$ cat src/rtl/instr_fetch_unit.sv
`default_nettype none
// ============================================================================
// Module      : instr_fetch_unit
// Description : Fetches 16-bit big-endian instructions from byte-wide ROM and
//               buffers them in a 2-entry queue for the decode stage.
// Revision    : 1.0 - initial release
// ============================================================================
module instr_fetch_unit #(
    parameter logic [15:0] RESET_PC = 16'h0000,
    parameter int          QDEPTH   = 2
) (
    input  logic        clk,
    input  logic        rst_n,
    input  logic        i_fetch_en,
    input  logic        i_redirect,
    input  logic [15:0] i_redirect_pc,
    output logic [15:0] o_mem_addr,
    output logic        o_mem_rd_en,
    input  logic [7:0]  i_mem_data,
    output logic        o_instr_valid,
    input  logic        i_instr_ready,
    output logic [15:0] o_instruction,
    output logic [15:0] o_instr_pc,
    output logic [1:0]  o_queue_count
);

    localparam logic [2:0] S_IDLE   = 3'd0;
    localparam logic [2:0] S_REQ_HI = 3'd1;
    localparam logic [2:0] S_REQ_LO = 3'd2;
    localparam logic [2:0] S_PUSH   = 3'd3;
    localparam logic [2:0] S_HOLD   = 3'd4;

    localparam logic [1:0] c_QFULL = QDEPTH[1:0];

    logic [2:0]  r_state;
    logic [2:0]  w_next_state;
    logic [15:0] r_fetch_pc;
    logic [15:0] w_next_pc;
    logic [7:0]  r_hi_byte;
    logic [7:0]  r_lo_byte;
    logic        w_lat_hi;
    logic        w_lat_lo;

    // Entry 0 is always the head; entry 1 shifts down on pop.
    logic [15:0] r_head_instr;
    logic [15:0] r_head_pc;
    logic [15:0] r_tail_instr;
    logic [15:0] r_tail_pc;
    logic [1:0]  r_count;

    logic        w_pop;
    logic        w_space;
    logic        w_push;
    logic [15:0] w_push_word;
    logic        w_tail_slot;

    assign o_instr_valid = (r_count != 2'd0);
    assign o_queue_count = r_count;
    assign o_instruction = r_head_instr;
    assign o_instr_pc    = r_head_pc;

    // A redirect flushes the queue, so a handshake in that cycle is void.
    assign w_pop       = o_instr_valid & i_instr_ready & ~i_redirect;
    assign w_space     = (r_count < c_QFULL) | (o_instr_valid & i_instr_ready);
    assign w_tail_slot = (r_count == 2'd2) | ((r_count == 2'd1) & ~w_pop);

    always_comb begin
        w_next_state = r_state;
        w_next_pc    = r_fetch_pc;
        w_push       = 1'b0;
        w_push_word  = {r_hi_byte, i_mem_data};
        w_lat_hi     = 1'b0;
        w_lat_lo     = 1'b0;
        o_mem_rd_en  = 1'b0;
        o_mem_addr   = r_fetch_pc;

        case (r_state)
            S_IDLE: begin
                if (i_fetch_en) w_next_state = S_REQ_HI;
            end
            S_REQ_HI: begin
                o_mem_rd_en  = 1'b1;
                w_next_state = S_REQ_LO;
            end
            S_REQ_LO: begin
                o_mem_rd_en  = 1'b1;
                o_mem_addr   = r_fetch_pc + 16'd1;
                w_lat_hi     = 1'b1;
                w_next_state = S_PUSH;
            end
            S_PUSH: begin
                if (w_space) begin
                    w_push       = 1'b1;
                    w_next_pc    = r_fetch_pc + 16'd2;
                    w_next_state = i_fetch_en ? S_REQ_HI : S_IDLE;
                end else begin
                    // Low byte is only on the bus this cycle; park it.
                    w_lat_lo     = 1'b1;
                    w_next_state = S_HOLD;
                end
            end
            S_HOLD: begin
                w_push_word = {r_hi_byte, r_lo_byte};
                if (w_space) begin
                    w_push       = 1'b1;
                    w_next_pc    = r_fetch_pc + 16'd2;
                    w_next_state = i_fetch_en ? S_REQ_HI : S_IDLE;
                end
            end
            default: begin
                w_next_state = S_IDLE;
            end
        endcase

        if (i_redirect) begin
            w_push       = 1'b0;
            w_lat_lo     = 1'b0;
            w_next_pc    = i_redirect_pc;
            w_next_state = i_fetch_en ? S_REQ_HI : S_IDLE;
        end
    end

    always_ff @(posedge clk or negedge rst_n) begin
        if (!rst_n) begin
            r_state    <= S_IDLE;
            r_fetch_pc <= RESET_PC;
            r_hi_byte  <= 8'h00;
            r_lo_byte  <= 8'h00;
        end else begin
            r_state    <= w_next_state;
            r_fetch_pc <= w_next_pc;
            if (w_lat_hi) r_hi_byte <= i_mem_data;
            if (w_lat_lo) r_lo_byte <= i_mem_data;
        end
    end

    always_ff @(posedge clk or negedge rst_n) begin
        if (!rst_n) begin
            r_head_instr <= 16'h0000;
            r_head_pc    <= 16'h0000;
            r_tail_instr <= 16'h0000;
            r_tail_pc    <= 16'h0000;
            r_count      <= 2'd0;
        end else begin
            if (w_pop && (r_count == 2'd2)) begin
                r_head_instr <= r_tail_instr;
                r_head_pc    <= r_tail_pc;
            end
            if (w_push) begin
                if (w_tail_slot) begin
                    r_tail_instr <= w_push_word;
                    r_tail_pc    <= r_fetch_pc;
                end else begin
                    r_head_instr <= w_push_word;
                    r_head_pc    <= r_fetch_pc;
                end
            end
            if (i_redirect) begin
                r_count <= 2'd0;
            end else begin
                r_count <= r_count + {1'b0, w_push} - {1'b0, w_pop};
            end
        end
    end

endmodule
`default_nettype wire
$ cat config.mk
export PLATFORM = sky130hd
export DESIGN_NAME = instr_fetch_unit
export DESIGN_NICKNAME = d
export VERILOG_FILES = /design/src/rtl/instr_fetch_unit.sv
export SDC_FILE = /design/constraint.sdc
export NUM_CORES = 1
export LEC_CHECK = 0
export BUFFER_PORTS_ARGS = -buffer_cell sky130_fd_sc_hd__buf_2
export CELL_PAD_IN_SITES_DETAIL_PLACEMENT = 0
export CELL_PAD_IN_SITES_GLOBAL_PLACEMENT = 2
export CORE_ASPECT_RATIO = 0.5
export CORE_MARGIN = 2
export CORE_UTILIZATION = 37
export CTS_CLUSTER_DIAMETER = 30
export DETAILED_ROUTE_END_ITERATION = 12
export GPL_TIMING_DRIVEN = 0
export PLACE_DENSITY = 0.79
export SYNTH_ARGS = -nofsm -noshare
export SYNTH_HDL_FRONTEND = slang
export SYNTH_SLANG_ARGS = --single-unit
$ cat constraint.sdc
create_clock -name clk -period 2.9 [get_ports clk]
set_input_delay 0.29 -clock clk [delete_from_list [all_inputs] [get_ports clk]]
set_output_delay 0.29 -clock clk [all_outputs]
set_load 0.05 [all_outputs]
==> results of run 1 <==
-- stage by stage --
stage,instance area [sq um],hold slack (ns),utilization (%)
3_3_place_gp,5563,0.4699,43.19
3_5_place_dp,5593,0.2886,43.42
6_report,5939,0.1452,46.11
2_1_floorplan,4955,-0.005591,-
4_1_cts,5924,0.1398,45.99
5_1_grt,5939,0.1637,46.11
-- synth_stat cells (2+ instances only) --
master | count | area (sq um)
a31oi_1 | 7 | 43.79
nor3_1 | 3 | 15.01
xnor2_1 | 12 | 105.1
o31ai_1 | 5 | 37.54
buf_4 | 5 | 37.54
buf_2 | 9 | 45.04
a21oi_2 | 4 | 35.03
o21ai_0 | 34 | 170.2
clkbuf_1 | 13 | 48.80
dfrtp_1 | 101 | 2527
nand3b_1 | 2 | 15.01
inv_1 | 2 | 7.510
nand2_1 | 42 | 157.7
or2_2 | 2 | 12.51
mux2_2 | 41 | 461.7
nor2_1 | 24 | 90.09
a211oi_1 | 11 | 82.58
mux2i_1 | 34 | 340.3
and4_1 | 2 | 17.52
and3_1 | 4 | 25.02
xor2_1 | 12 | 105.1
ha_1 | 4 | 50.05
o211ai_1 | 2 | 15.01
nand4_1 | 5 | 31.28
buf_6 | 5 | 56.30
nor2b_1 | 12 | 75.07
or4_1 | 5 | 37.54
a21oi_1 | 14 | 70.07
nand3_1 | 7 | 35.03
-- kinds of logic after synthesis --
family / after synthesis / share of synthesized area (%)
AND/OR/NAND/NOR: 118 / 12.02
flip-flops: 101 / 51.01
AO/OA/AOI/OAI: 86 / 11.29
multiplexers: 76 / 16.41
buffers and inverters: 35 / 4.015
XOR/XNOR: 24 / 4.242
adder cells (fa/ha/maj): 4 / 1.010
-- layer usage --
layer / GRT usage [%] / wire [microns] / vias up
li1: - / - / 1778
met1: 27.94 / 6486 / 1826
met2: 27.39 / 5345 / 81
met3: 4.384 / 577 / 10
met4: 4.506 / 111 / 0
met5: 0 / 0 / -
-- what timing repair did --
item / in CTS / in global routing
buffers inserted: 0 / 2
hold endpoints to repair: 33 / 0
setup endpoints to repair: 9 / 4
pin swaps: 0 / 1
hold buffers: 1 / 0
gates resized for setup: 2 / 0
-- power groups by stage --
stage	sequential, uW	combinational [uW]	clock [uW]
4_1_cts	2160	2410	1320
3_5_place_dp	2190	2400	0
6_report	2160	2390	1280
5_1_grt	2230	2570	1380
2_1_floorplan	2850	1120	0
3_3_place_gp	2180	2370	0
-- critical path, delay by kind of cell, from the launching register on --
kind | cells | cell delay (ns)
xor gates and xnor gates | 1 | 0.19
and+or+nand+nor | 3 | 0.92
DFF | 1 | 0.33
buffers and inverters | 2 | 0.67
-- flip-flops by register name, summed over array words and instances (netlist names) --
name and count:
o_instr_pc 16, o_instruction 16, r_hi_byte 8, r_lo_byte 8
o_queue_count 2, r_tail_instr 16, r_tail_pc 16, r_fetch_pc 16
r_state 3
-- final timing paths --
check                           slack [ns]              from  depth (start not counted)                end
worst max-delay path                  0.16     r_fetch_pc[7]                          6     o_mem_addr[15]
worst min-delay path                  0.15  i_redirect_pc[3]                          3      r_fetch_pc[3]
worst max register to register        0.50        r_state[1]                         10   o_queue_count[1]
worst min register to register        0.50      r_tail_pc[4]                          1       r_tail_pc[4]
max in group asynchronous             1.76             rst_n                          3  o_instruction[10]
min in group asynchronous             0.44             rst_n                          2   o_instruction[6]
-- cell type report --
type | instances | share of cell area, %
multi-input cells | 308 | 37.62
flip-flops and latches | 101 | 42.55
clock inverters | 7 | 1.496
well taps | 170 | 3.581
repair buffers | 83 | 7.584
plain buffers | 32 | 3.181
inverters | 3 | 0.1896
clock buffers | 9 | 3.792
==> out/metrics.csv, run 1 <==
metric;value;unit
fin cells;713;
Worst Setup Start Kind;register;
vias in the first global route;3723;
Yosys reg bits;101;
Logic pwr share;41.0;%
layout cells sized above 1;31.68;%
Longest Clk Path Bufs;2;
Hold/Removal Path Class;primary input to register;
CTS tree;built;
max-cap viol count;0;
largest net degree at the start of global routing;69;
Syn Area/Cell;11.16;sq um
Tot Pwr;5825;uW
Max stage delay on crit path;0.39;ns
RSZ-0062 raised after global routing;no;
fillers;1258;
Ys Warns;0;
Tmin final;2.744;ns
Detailed Route Iter0 Violations;213;
critical-path maximum fanout;8;
Chip Width;167.7;microns
Pint;3318;uW
antenna diode count;0;
FMAX;364.5;MHz
most common cell after layout, fill and taps aside;dfrtp_1;
Final ANT Viol Nets;0;
setup slack after layout;0.1562;ns
Register Area;2527;sq um
critical path endpoint category;output port;
DRC viols;0;
dominant synthesized flop cell;dfrtp_1;
post-DP HPWL;8.797;mm
Cell variety after synth;50;
CTS root buf;clkbuf_16;
global route total overflow;0;
Nets;571;
Layout Skew;0.007460;ns
Initial Util;38.47;%
Die Y;85.83;microns
placed insts;694;
CTS clk-pin slew, worst paths;0.08;ns
vias per inst;5.182;
initial antenna violation count;0;
Syn Inst Count;444;
Synth-to-Final Area Change;19.87;%
Clock Sinks;101;
Seq pwr share;37.0;%
setup TNS;0;ns
global-route wire length before repair;20.55;mm
most frequent cells in the layout;dfrtp_1, buf_2, nand2_1;
GRT Total Usage;18.68;%
outcome;finished clean;
CTS Buf Count;9;
PwrDens;980.7;nW/um^2
Worst EP arrival;2.45;ns
multi-input logic area;2235;sq um
Async SR Flop Fraction;100.0;%
P_sw;2507;uW
Data required, critical path;2.61;ns
H-tree depth;3;
row count;29;
sequential element share of the synthesized area;51.01;%
period utilization;94.61;%
Tightest Pin Transition;0.7919;ns
Sw Share;43.04;%
Place WS;0.1763;ns
Max Transition Viols Final;0;
Clk pwr share;22.0;%
DR pass1 iterations;5;
port buffer count;79;
peak supply drop;0.4479;mV
Static Leak;0.002608;uW
vias;3695;
num ports;81;
critical-path cell list;clkbuf_1, and4_1, nand4_1, nor3_1, xor2_1, buf_2;
detailed-route wire length;12.52;mm
critical path class;register to output port;
Clock Latency Late Sink;0.35;ns
Final GP Congestion;0.7195;
Post-synth EDFFs;0;
Die Footprint;14390;sq um
drt wl/cell;17.56;microns
Slowest cell on crit path;and4_1;
Post-Syn Area;4955;sq um
floorplan core area;12880;sq um
Mapped Nets;477;
setup violators final;0;
Hold Fails Final Rpt;0;
Rel. slew slack;46.97;%
(Power assumes the default switching activity.)
==> inputs of run 2 (changes only) <==
--- a/config.mk
+++ b/config.mk
@@ -5,16 +5,18 @@
 export SDC_FILE = /design/constraint.sdc
 export NUM_CORES = 1
 export LEC_CHECK = 0
+export ABC_AREA = 1
+export ABC_CLOCK_PERIOD_IN_PS = 2900
 export BUFFER_PORTS_ARGS = -buffer_cell sky130_fd_sc_hd__buf_2
 export CELL_PAD_IN_SITES_DETAIL_PLACEMENT = 0
 export CELL_PAD_IN_SITES_GLOBAL_PLACEMENT = 2
 export CORE_ASPECT_RATIO = 0.5
 export CORE_MARGIN = 2
-export CORE_UTILIZATION = 37
+export CORE_UTILIZATION = 33
 export CTS_CLUSTER_DIAMETER = 30
 export DETAILED_ROUTE_END_ITERATION = 12
 export GPL_TIMING_DRIVEN = 0
-export PLACE_DENSITY = 0.79
+export PLACE_DENSITY = 0.8
 export SYNTH_ARGS = -nofsm -noshare
 export SYNTH_HDL_FRONTEND = slang
 export SYNTH_SLANG_ARGS = --single-unit
==> run 2 against run 1 <==
- maximum frequency increased by 1.6%
- via count increased by 33%
- clock skew increased by 0.0087 ns
- largest power group unchanged
- largest cell class unchanged
- critical path depth increased by 1
- global-route usage increased by 1.2 points
- cell count increased by 43%
- area after synthesis increased by 8.0%
- register-to-register slack got worse by 0.03 ns
- clock-buffer cell count increased by 1
- final area increased by 7.5%
- highest routed layer unchanged
==> out/metrics.csv, run 2 <==
metric;value;unit;change
Mapped Nets;753;;+58%
Static Leak;0.003329;uW;+28%
critical-path maximum fanout;9;;+1
Sw Share;45.04;%;+2.0 points
Synth-to-Final Area Change;19.33;%;
Clock Latency Late Sink;0.36;ns;about the same
port buffer count;80;;+1.3%
most frequent cells after synthesis;nand2_1, dfrtp_1, nand3_1;;
Worst Setup Start Kind;register;;
Syn Area/Cell;7.434;sq um;-33%
Yosys reg bits;101;;unchanged
area leader, netlist;dfrtp_1;;
Hold/Removal Path Class;primary input to register;;
critical path class;register to output port;;
fin cells;1022;;+43%
Rel. slew slack;53.94;%;+7.0 points
RSZ-0062 raised after global routing;no;;
Worst EP arrival;2.41;ns;-0.04 ns
Final GP Congestion;0.8138;;+13%
Clock Sinks;101;;unchanged
CTS tree;built;;
outcome;finished clean;;
period utilization;93.15;%;-1.5 points
Syn Inst Count;720;;+62%
floorplan core area;15620;sq um;+21%
Async SR Flop Fraction;100.0;%;unchanged
fillers;1675;;+33%
dominant synthesized flop cell;dfrtp_1;;
top cell type's share of synthesized area;47.22;%;-3.8 points
CTS root buf;clkbuf_16;;
GRT Total Usage;19.87;%;+1.2 points
most frequent cells in the layout;nand2_1, dfrtp_1, buf_2;;
CTS Buf Count;9;;unchanged
peak supply drop;0.3759;mV;-16%
Post-Syn Area;5353;sq um;+8.0%
post-DP HPWL;12.22;mm;+39%
worst reg2reg startpoint;r_state[1];;
largest net degree at the start of global routing;54;;-22%
sequential element share of the synthesized area;47.22;%;-3.8 points
global-route wire length before repair;25.75;mm;+25%
Post-synth EDFFs;0;;unchanged
Detailed Route Iter0 Violations;264;;+24%
Chip Width;184.1;microns;+9.8%
Tightest Pin Transition;0.6909;ns;-0.1011 ns
layout cells sized above 1;17.48;%;-14 points
Initial Util;34.28;%;-4.2 points
Die Y;94.06;microns;+9.6%
PwrDens;959.1;nW/um^2;-2.2%
vias;4903;;+33%
num ports;81;;unchanged
Die Footprint;17320;sq um;+20%
most common cell in the synthesized netlist;nand2_1;;
placed insts;1005;;+45%
CP Launch Point;r_state[2];;
Pint;3367;uW;+1.5%
Hold Fails Final Rpt;0;;unchanged
Clk pwr share;22.5;%;+0.5 points
Final ANT Viol Nets;0;;unchanged
max-cap viol count;0;;unchanged
Layout Skew;0.01620;ns;+0.008738 ns
FMAX;370.2;MHz;+1.6%
setup violators final;0;;unchanged
H-tree depth;3;;unchanged
antenna diode count;0;;unchanged
Cell variety after synth;32;;-36%
Logic pwr share;40.2;%;-0.8 points
DRC viols;0;;unchanged
most common cell after layout, fill and taps aside;nand2_1;;
global route total overflow;0;;unchanged
worst hold start;i_redirect_pc[9];;
WHS Path Cells;3;;unchanged
critical path endpoint category;output port;;
R2R cell count;13;;+3
drt wl/cell;15.89;microns;-9.5%
Seq pwr share;37.3;%;+0.3 points
Tmin final;2.701;ns;-0.04234 ns
initial antenna violation count;0;;unchanged
Data required, critical path;2.61;ns;about the same
ranking of synthesized cells by area;dfrtp_1, nand2_1, nand3_1;;
vias in the first global route;4628;;+24%
Ys Warns;0;;unchanged
row count;32;;+10%
detailed-route wire length;16.24;mm;+30%
CTS clk-pin slew, worst paths;0.08;ns;about the same
Max Transition Viols Final;0;;unchanged
vias per inst;4.797;;-7.4%
Longest Clk Path Bufs;2;;unchanged
P_sw;2759;uW;+10%
setup TNS;0;ns;unchanged
DR pass1 iterations;5;;unchanged
Nets;846;;+48%
run 2: cell count changes after synthesis, moves of 12 or more:
cell     delta
a21oi_1    -12
o21ai_0    +35
inv_1      +71
o21ai_1    +12
mux2_2     -41
nand3_1    +70
nor2b_1    -12
nand2_1   +221
mux2i_1    -34
run 2: timing repair:
| action | 4_1_cts | 5_1_grt |
|---|---|---|
| setup buffers | 0 | 0 |
| resized for setup | 0 | 1 |
| endpoints found under the setup margin | 0 | 4 |
| hold buffers | 1 | 0 |
| endpoints found under the hold margin | 16 | 0 |
run 2: area by class of cell:
class,count,area (sq um),area share [%]
repair buffers,82,440.4,6.895
plain buffers,37,229.0,3.585
clock buffers,10,239.0,3.741
clock inverters,6,95.09,1.489
well taps,204,255.2,3.996
inverters,77,289.0,4.525
multi-input cells,505,2312,36.20
flip-flops and latches,101,2527,39.57
run 2: power by group through the flow:
stage	registers, uW	logic, uW	clock network [uW]
4_1_cts	2290	2490	1410
2_1_floorplan	2950	1160	0
3_5_place_dp	2310	2480	0
6_report	2290	2460	1380
5_1_grt	2350	2720	1470
3_3_place_gp	2300	2460	0
run 2: worst paths after layout:
check / slack (ns) / end
max reg2reg: 0.47 / o_queue_count[1]
min in group asynchronous: 0.51 / o_instr_pc[9]
max in group asynchronous: 1.68 / r_tail_instr[6]
max: 0.20 / o_mem_addr[5]
min reg2reg: 0.47 / r_tail_instr[14]
min: 0.15 / r_fetch_pc[9]
run 2: worst max-delay path: stages, from the launching register on:
cell,delay [ns]
dfrtp_1,0.43
inv_1,0.13
nand3_1,0.17
nor2_2,0.41
nand2_1,0.15
nor2_1,0.25
xor2_1,0.21
buf_2,0.29
run 2: metal layers:
layer,vias up,track usage (%),routed length (microns)
met2,94,31.42,7261
met3,11,4.109,648
li1,2467,-,-
met1,2331,28.27,8198
met5,-,0,0
met4,0,3.867,130
run 2: metrics by stage:
| step | worst slack (ns) | total power, uW | instance area, sq um | util [%] | hold WS (ns) |
|---|---|---|---|---|---|
| 2_1_floorplan | 0.5635 | 4109 | 5353 | - | -0.005591 |
| 3_3_place_gp | 0.2278 | 4759 | 6008 | 38.48 | 0.4543 |
| 3_5_place_dp | 0.4752 | 4791 | 6038 | 38.67 | 0.3693 |
| 4_1_cts | 0.08869 | 6183 | 6382 | 40.87 | 0.1379 |
| 5_1_grt | 0.01556 | 6539 | 6387 | 40.91 | 0.1529 |
| 6_report | 0.1985 | 6126 | 6387 | 40.91 | 0.1466 |
run 2: logic make-up (layout without fill, tap and decap cells):
logic type	count (synthesis)	after routing	synth area share, %
adder cells (fa/ha/maj)	4	4	0.9351
buffers and inverters	114	212	9.677
AO/OA/AOI/OAI	96	96	9.841
AND/OR/NAND/NOR	396	396	30.86
XOR/XNOR	9	9	1.473
flip-flops	101	101	47.22
==> inputs of run 3 (changes only) <==
--- a/config.mk
+++ b/config.mk
@@ -10,7 +10,6 @@
 export BUFFER_PORTS_ARGS = -buffer_cell sky130_fd_sc_hd__buf_2
 export CELL_PAD_IN_SITES_DETAIL_PLACEMENT = 0
 export CELL_PAD_IN_SITES_GLOBAL_PLACEMENT = 2
-export CORE_ASPECT_RATIO = 0.5
 export CORE_MARGIN = 2
 export CORE_UTILIZATION = 33
 export CTS_CLUSTER_DIAMETER = 30
==> run 3 against run 2 <==
- sequential share of layout area rose by 0.29 points
- die area down 0.35%
- clock skew decreased by 0.0061 ns
- non-clock buffer count unchanged
- core utilization down 0.99 points
- global-route usage fell by 0.70 points
- register-to-register slack improved by 0.05 ns
- worst hold slack better by 0.0013 ns
- flip-flop and latch count stayed put
- worst setup slack improved by 0.062 ns
- wire length shrank 2.5%
- sequential power hardly changed
- critical path type unchanged
==> out/metrics.csv, run 3 (synthesized netlist as in run 2, its figures left out) <==
metric;value;unit;change
Hold Fails Final Rpt;0;;unchanged
PwrDens;938.0;nW/um^2;-2.2%
Synth-to-Final Area Change;18.47;%;
GRT Total Usage;19.17;%;-0.70 points
most frequent cells in the layout;nand2_1, dfrtp_1, buf_2;;
vias in the first global route;4736;;+2.3%
Rel. slew slack;56.70;%;+2.8 points
largest net degree at the start of global routing;66;;+22%
outcome;finished clean;;
critical path class;register to output port;;
fin cells;1034;;+1.2%
port buffer count;80;;unchanged
layout cells sized above 1;17.24;%;-0.24 points
Static Leak;0.003308;uW;-0.63%
setup violators final;0;;unchanged
detailed-route wire length;15.83;mm;-2.5%
DR pass1 iterations;5;;unchanged
Die Y;131.4;microns;+40%
Initial Util;33.70;%;-0.58 points
Tightest Pin Transition;0.6494;ns;-0.04144 ns
max-cap viol count;0;;unchanged
FMAX;378.9;MHz;+2.4%
placed insts;1017;;+1.2%
Longest Clk Path Bufs;2;;unchanged
worst hold slack;0.1480;ns;+0.001330 ns
drt wl/cell;15.31;microns;-3.7%
CTS root buf;clkbuf_16;;
Chip Width;131.4;microns;-29%
Nets;846;;unchanged
antenna diode count;0;;unchanged
RSZ-0062 raised after global routing;no;;
H-tree depth;3;;unchanged
period utilization;91.00;%;-2.2 points
DRC viols;0;;unchanged
vias;4835;;-1.4%
Clk pwr share;19.6;%;-2.9 points
Final GP Congestion;0.8452;;+3.9%
Placed Area;6053;sq um;+0.25%
setup TNS;0;ns;unchanged
CTS clk-pin slew, worst paths;0.07;ns;about the same
Max Transition Viols Final;0;;unchanged
CTS tree;built;;
Worst Setup Start Kind;register;;
critical path endpoint category;output port;;
vias per inst;4.676;;-2.5%
num ports;81;;unchanged
Logic pwr share;41.6;%;+1.4 points
Layout Skew;0.01009;ns;-0.006106 ns
Detailed Route Iter0 Violations;271;;+2.7%
Worst EP arrival;2.35;ns;-0.06 ns
Tmin final;2.639;ns;-0.06248 ns
Sw Share;46.41;%;+1.4 points
row count;46;;+44%
peak supply drop;0.3312;mV;-12%
Data required, critical path;2.61;ns;about the same
P_sw;2760;uW;about the same
Clock Sinks;101;;unchanged
design area;6341;sq um;-0.72%
Die Footprint;17260;sq um;-0.35%
Final ANT Viol Nets;0;;unchanged
CTS Buf Count;9;;unchanged
floorplan core area;15890;sq um;+1.7%
buffer count from post-CTS setup fixing;0;;unchanged
Pint;3188;uW;-5.3%
CTS resizes;0;;unchanged
Clock Latency Late Sink;0.36;ns;about the same
Seq pwr share;38.9;%;+1.6 points
global route total overflow;0;;unchanged
initial antenna violation count;0;;unchanged
most common cell after layout, fill and taps aside;nand2_1;;
global-route wire length before repair;25.99;mm;+0.91%
critical-path maximum fanout;6;;-3
Hold/Removal Path Class;primary input to register;;
post-DP HPWL;12.23;mm;+0.13%
## run 3: cell count changes in the layout (fill, tap and decap cells not counted), sizes merged
cell,change
clkbuf,+1
clkinv,+2
clkinvlp,-1
bufinv,-2
## run 3: final cells by class
cell class / count / area, sq um
sequential: 101 / 2527
buffer: 37 / 229.0
tap: 216 / 270.3
clock inverter: 5 / 35.03
clock buffer: 11 / 242.7
fill: 1751 / 9544
multi-input combinational: 505 / 2307
inverter: 77 / 289.0
timing repair buffer: 82 / 440.4
## run 3: power by group through the flow
stage	clock network, uW	registers [uW]	logic, uW
after floorplan	0	2950	1160
after global placement	0	2320	2460
after detailed placement	0	2340	2490
after CTS	1200	2320	2490
after global routing	1250	2390	2740
final	1160	2310	2470
## run 3: critical path, stage by stage (launching register included)
cell and delay (ns):
dfrtp_1 0.47, ha_1 0.19, inv_1 0.05, nor3_1 0.49
nand2_1 0.23, inv_1 0.15, nand3_1 0.08, nand2_1 0.07
buf_2 0.25
## run 3: layer usage
| metal | global-route usage (%) | up-vias | share of wire, % |
|---|---|---|---|
| met5 | 0 | - | 0 |
| met1 | 28.93 | 2222 | 51 |
| li1 | - | 2471 | - |
| met4 | 6.341 | 0 | 1.5 |
| met2 | 27.57 | 129 | 41 |
| met3 | 3.472 | 13 | 5.8 |
## run 3: what timing repair did
item                                    in CTS  in global routing
hold endpoints to repair                    36                  0
hold buffers                                 1                  0
endpoints found under the setup margin       0                  0
## run 3: worst paths after layout
kind	startpoint	slack, ns	cells after the start	end
worst min register to register	r_tail_instr[0]	0.47	2	r_tail_instr[0]
worst min-delay path	i_redirect_pc[14]	0.15	3	r_fetch_pc[14]
min in group asynchronous	rst_n	0.44	2	r_fetch_pc[14]
max in group asynchronous	rst_n	1.75	3	o_instruction[3]
worst max-delay path	r_fetch_pc[1]	0.26	8	o_mem_addr[10]
worst max register to register	r_state[1]	0.52	13	o_queue_count[1]
## run 3: through the flow
stage / power [uW] / utilization (%) / setup WS (ns)
2_1_floorplan: 4109 / - / 0.5635
3_3_place_gp: 4777 / 37.92 / 0.3490
3_5_place_dp: 4828 / 38.11 / 0.5540
4_1_cts: 6005 / 39.92 / 0.2103
5_1_grt: 6379 / 39.92 / 0.05624
6_report: 5948 / 39.92 / 0.2610
